## config.mk

```make
export PLATFORM = sky130hd
export DESIGN_NAME = sync_counter_mod_flat
export DESIGN_NICKNAME = d
export VERILOG_FILES = /design/src/rtl/sync_counter_mod_if.sv /design/src/rtl/sync_counter_mod.sv /design/src/flat_wrapper.sv
export SDC_FILE = /design/constraint.sdc
export NUM_CORES = 1
export LEC_CHECK = 0
export CORE_AREA = 2 2 39 41
export CTS_BUF_LIST = sky130_fd_sc_hd__clkbuf_8
export DETAILED_ROUTE_END_ITERATION = 12
export DIE_AREA = 0 0 41 43
export HOLD_SLACK_MARGIN = 0.05
export PLACE_DENSITY = 0.54
export SYNTH_ARGS = -nofsm -noshare
export SYNTH_HDL_FRONTEND = slang
export SYNTH_SLANG_ARGS = --single-unit
```

## constraint.sdc

```tcl
create_clock -name i_clk -period 2.9 [get_ports i_clk]
set_clock_uncertainty 0.2 [all_clocks]
set_input_delay 0.87 -clock i_clk [delete_from_list [all_inputs] [get_ports i_clk]]
set_output_delay 0.87 -clock i_clk [all_outputs]
set_load 0.05 [all_outputs]
```

## src/rtl/sync_counter_mod_if.sv

```systemverilog
// sync_counter_mod_if: groups the data/control/status signals of one
// sync_counter_mod stage. The master drives load data, load strobe, the two
// count enables and the direction. The slave (the counter) returns the count,
// the ripple carry and the sticky wrap flag.
// WIDTH must match the WIDTH of the counter instance it is bound to.
interface sync_counter_mod_if #(
  parameter int WIDTH = 4
) ();

  logic [WIDTH-1:0] d;
  logic             loadN;
  logic             enp;
  logic             ent;
  logic             up;
  logic [WIDTH-1:0] q;
  logic             rco;
  logic             wrap;

  modport master (
    output d, loadN, enp, ent, up,
    input  q, rco, wrap
  );

  modport slave (
    input  d, loadN, enp, ent, up,
    output q, rco, wrap
  );

endinterface

```

## src/rtl/sync_counter_mod.sv

```systemverilog
// sync_counter_mod: parametrised synchronous up/down modulo counter with
// parallel load (clamped to MAX), dual count enables (enp/ent), a
// combinational ripple-carry/borrow output for cascading, and an optional
// sticky wrap flag.
// Priority on each rising edge: clear > load > count > hold.
// Optional feature macro: SYNC_COUNTER_WRAP_FLAG_EN. When it is defined, a
// sticky wrap flag register is built. When it is undefined, wrap is tied low.
module sync_counter_mod #(
  parameter int WIDTH   = 4,
  parameter int MODULUS = 2 ** WIDTH
) (
  input  logic                i_clk,
  input  logic                i_clrN,
  sync_counter_mod_if.slave   bus
);

  localparam logic [WIDTH-1:0] MAX = WIDTH'(MODULUS - 1);

  logic [WIDTH-1:0] r_q;
  logic [WIDTH-1:0] w_qNext;
  logic [WIDTH-1:0] w_loadVal;
  logic             w_count;
  logic             w_atMax;
  logic             w_atZero;
  logic             w_atTerminal;
  logic             w_wrapEvent;

  assign w_count      = bus.enp & bus.ent;
  assign w_atMax      = (r_q == MAX);
  assign w_atZero     = (r_q == '0);
  assign w_atTerminal = bus.up ? w_atMax : w_atZero;
  assign w_wrapEvent  = w_count & w_atTerminal;
  assign w_loadVal    = (bus.d > MAX) ? MAX : bus.d;

  // Next count: clear beats load, load beats counting, otherwise hold.
  always_comb begin
    w_qNext = r_q;
    if (!i_clrN) begin
      w_qNext = '0;
    end else if (!bus.loadN) begin
      w_qNext = w_loadVal;
    end else if (w_count) begin
      if (bus.up) begin
        w_qNext = w_atMax ? '0 : r_q + WIDTH'(1);
      end else begin
        w_qNext = w_atZero ? MAX : r_q - WIDTH'(1);
      end
    end
  end

  // Count register; the synchronous clear is folded into w_qNext.
  always_ff @(posedge i_clk) begin
    r_q <= w_qNext;
  end

  assign bus.q   = r_q;
  assign bus.rco = bus.ent & w_atTerminal;

`ifdef SYNC_COUNTER_WRAP_FLAG_EN
  logic r_wrap;

  // Sticky wrap flag: clear or load clears it, which beats a wrap on the same edge.
  always_ff @(posedge i_clk) begin
    if (!i_clrN || !bus.loadN) begin
      r_wrap <= 1'b0;
    end else if (w_wrapEvent) begin
      r_wrap <= 1'b1;
    end
  end

  assign bus.wrap = r_wrap;
`else
  assign bus.wrap = 1'b0;
`endif

endmodule

```

## src/flat_wrapper.sv

```systemverilog
// flat-port wrapper written by rule: the top's interface ports become plain ports
module sync_counter_mod_flat 
#(
  parameter int WIDTH   = 4,
  parameter int MODULUS = 2 ** WIDTH
)
  (i_clk, i_clrN, bus_d, bus_loadN, bus_enp, bus_ent, bus_up, bus_q, bus_rco, bus_wrap);
  sync_counter_mod_if #(.WIDTH(WIDTH)) bus_i ();
  input  logic i_clk;
  input  logic i_clrN;
  input wire logic [$bits(bus_i.d)-1:0] bus_d;
  input wire logic [$bits(bus_i.loadN)-1:0] bus_loadN;
  input wire logic [$bits(bus_i.enp)-1:0] bus_enp;
  input wire logic [$bits(bus_i.ent)-1:0] bus_ent;
  input wire logic [$bits(bus_i.up)-1:0] bus_up;
  output wire logic [$bits(bus_i.q)-1:0] bus_q;
  output wire logic [$bits(bus_i.rco)-1:0] bus_rco;
  output wire logic [$bits(bus_i.wrap)-1:0] bus_wrap;
  assign bus_i.d = bus_d;
  assign bus_i.loadN = bus_loadN;
  assign bus_i.enp = bus_enp;
  assign bus_i.ent = bus_ent;
  assign bus_i.up = bus_up;
  assign bus_q = bus_i.q;
  assign bus_rco = bus_i.rco;
  assign bus_wrap = bus_i.wrap;
  sync_counter_mod #(.WIDTH(WIDTH), .MODULUS(MODULUS)) u_core (.i_clk(i_clk), .i_clrN(i_clrN), .bus(bus_i));
endmodule
```

==> run_results.csv, run 1 <==
group,metric,value,unit
status,status,"complete, no violations",
critical_path,worstPathArrival,1.77,ns
cts,clk_pin_slew,0.03,ns
global_route,track_usage,12.6,%
floorplan,die_w,41,um
synth,syn_nets,58,
cells_and_area,layout_common_cells,"clkdlybuf4s50_1 (12), a21oi_1 (4), dfxtp_1 (4)",
placement,io_buffers,14,
floorplan,core_area,0.00138,mm2
drt,dr.pass1.iters,4,
cts,cts-buffers-inserted,3,
critical_path,worstPathMaxFanout,2,
global_route,grt_pass1_wl,1.43,mm
floorplan,dieArea,0.00176,mm2
timing,slew_violations,0,
cells_and_area,final_common_cell,"clkdlybuf4s50_1",
placement,hpwl,637,um
timing,rsz0062_at_grt,"no",
drt,drt_first_iter_violations,10,
synth,ys_ff_latch,4,
global_route,grt_overflow_total,0,
drt,via_per_inst,4.97,
placement,place_congestion,0.749,
timing,fin_crit_sh,97.8,%
critical_path,cp_top_family,"simple AND/OR/NAND/NOR gates",
drt,drc,0,
cells_and_area,nets,75,
cells_and_area,drive_above_1_share,18.0,%
cells_and_area,largest_reg_flops,4,
synth,ys.warnings.count,0,
critical_path,worst_setup_path_start_kind,"input pin",
cells_and_area,syn_to_final_growth,56.8,%
worst_hold_path,hp-class,"flop to flop",
drt,ant_nets,0,
global_route,grt_pass1_vias,323,
cts,max-clock-path-buffers,2,
drt,wl_per_cell,11.5,um
cts,root_buffer,"clkbuf_8",
critical_path,worst-setup-path-type,"input pin to output port",
timing,setup_viol,0,
critical_path,worst_setup_path_end_kind,"output port",
drt,vias,383,
cts,post_cts_buffers,0,
critical_path,path_cells,"buf_2 -> or3b_4 -> o21ai_2 -> and2_4 -> buf_12",
synth,syn_inst,46,
global_route,antenna_found_initial,0,
cts,htree_levels,1,
global_route,grt_max_degree,10,
drt,drt-total-wl,886,um
power_and_ir_drop,cellPowerDensity,486,mW/mm2
floorplan,die_y,43,um
power_and_ir_drop,p_leak,0.000235,uW
synth,synth_area,357,um2
job,max-cap-violations,0,
power_and_ir_drop,vdd_drop_max,298,uV
timing,period_minus_slack,2.84,ns
timing,holdWs,0.491,ns
floorplan,start_util,25.8,%
synth,synth_area_per_cell,7.75,um2
synth,ys_types,30,
critical_path,worst_ep_required_time,1.83,ns
floorplan,ioPinCount,16,
timing,hold_viol,0,
cts,clk-insertion-delay-late,0.22,ns
power_and_ir_drop,finalPower,272,uW
critical_path,crit_buf_inv,2,
cells_and_area,n_antenna_cell,0,
critical_path,slowest_delay,0.39,ns
critical_path,worst_path_max_delay_cell,"or3b_4",
floorplan,rows,14,
synth,yosysSeqAreaShare,22.5,%
cts,clock_sinks,4,
timing,clock.fmax,353,MHz
cts,cts_tree,"yes",
==> power breakdown <==
| part | switching [uW] | leakage [uW] | internal [uW] |
|---|---|---|---|
| Combinational | 44.8 | 0.000180 | 41.3 |
| Sequential | 8.59 | 0.0000332 | 59.8 |
| Clock | 28.6 | 0.0000216 | 88.5 |
==> cells by family (layout without fill, tap and decap cells) <==
group           Yosys count  count (layout)  share of synthesized area (%)
compound gates           18              18                           33.3
simple gates             12              12                           18.6
buf+inv                   6              21                           9.82
flops                     4               4                           22.5
fa+ha+maj                 2               2                           7.02
xor+xnor                  2               2                           4.91
other cells               1               1                           1.05
mux                       1               1                           2.81
==> what timing repair did <==
item,in CTS,in global routing
resized for setup,6,2
gates cloned,0,0
hold buffers,0,0
pin swaps,3,1
setup endpoints to repair,1,1
==> worst reg2reg max path, delay by kind of cell (launching register included) <==
family                   cells  cell delay (ns)
adder cells (fa/ha/maj)      1             0.17
AO/OA/AOI/OAI                2             0.37
buffers and inverters        1             0.08
flip-flops                   1             0.37
AND/OR/NAND/NOR              2             0.45
==> cells in the mapped netlist <==
master	count	share of area, %
xor2_1	1	2.5
and2_1	1	1.8
nand2_1	3	3.2
a21oi_1	4	5.6
nor2b_1	1	1.8
o211ai_1	1	2.1
o21ba_2	1	2.8
or3b_1	1	2.5
xnor2_1	1	2.5
buf_2	1	1.4
buf_6	1	3.2
nor3_1	2	2.8
a31oi_1	3	5.3
a21o_1	1	2.1
o211a_1	1	2.8
buf_4	1	2.1
inv_1	2	2.1
dfxtp_1	4	22
ha_1	2	7.0
o21ai_0	3	4.2
clkbuf_1	1	1.1
nand3b_1	1	2.1
conb_1	1	1.1
nand4_1	1	1.8
nor2_1	1	1.1
o31ai_1	2	4.2
a22oi_1	1	2.1
o21bai_1	1	2.1
and3_1	1	1.8
mux2i_1	1	2.8
==> through the flow <==
stage | utilization [%] | TNS [ns] | cells | instance area, um2 | setup WS, ns
2_1_floorplan | - | 0 | 46 | 358 | 0.0271
3_3_place_gp | 37.3 | -0.282 | 74 | 515 | -0.282
3_5_place_dp | 37.3 | -0.293 | 74 | 515 | -0.293
4_1_cts | 40.0 | 0 | 77 | 553 | 0.0398
5_1_grt | 40.4 | 0 | 77 | 559 | 0.00555
6_report | 40.4 | 0 | 77 | 559 | 0.0647
==> routing by layer <==
metal,global-route usage [%],vias up,wire (um)
met5,0,-,0
li1,-,198,-
met2,16.9,18,366
met1,16.1,167,414
met4,2.00,0,0
met3,9.42,0,105
==> path summary, 6_finish.rpt <==
path,startpoint,to,slack (ns),cells past startpoint
max,bus_up,bus_rco,0.06,5
min,u_core.bus.q[2],u_core.bus.q[2],0.49,2
max reg2reg,u_core.bus.q[1],u_core.bus.q[0],1.17,6
min reg2reg,u_core.bus.q[2],u_core.bus.q[2],0.49,2
==> area by class of cell <==
| class | count | area (um2) |
|---|---|---|
| Inverter | 2 | 7.51 |
| Clock buffer | 3 | 41.3 |
| Tap cell | 16 | 20.0 |
| Multi-Input combinational cell | 36 | 250 |
| Fill cell | 148 | 825 |
| Timing Repair Buffer | 16 | 160 |
| Sequential cell | 4 | 80.1 |
No activity file was read; power rests on OpenSTA's default activity.
==> run 2: changes to the inputs <==
Settings changed: CTS_CLUSTER_DIAMETER from default to 80, MAX_ROUTING_LAYER from default to met4.
==> results of run 2 <==
The final DEF is identical to that of run 1; final timing and power are the same.
Among the figures that moved: final weighted congestion in routability-driven placement 0.749 -> 0.758; overall routing resource usage 12.6% -> 12.9%
==> run 3: changes to the inputs <==
Settings changed: HOLD_SLACK_MARGIN 0.05 to 0.1.
==> results of run 3 <==
The final DEF is identical to that of run 1; final timing and power are the same.
Among the figures that moved: final weighted congestion in routability-driven placement 0.749 -> 0.758; overall routing resource usage 12.6% -> 12.9%
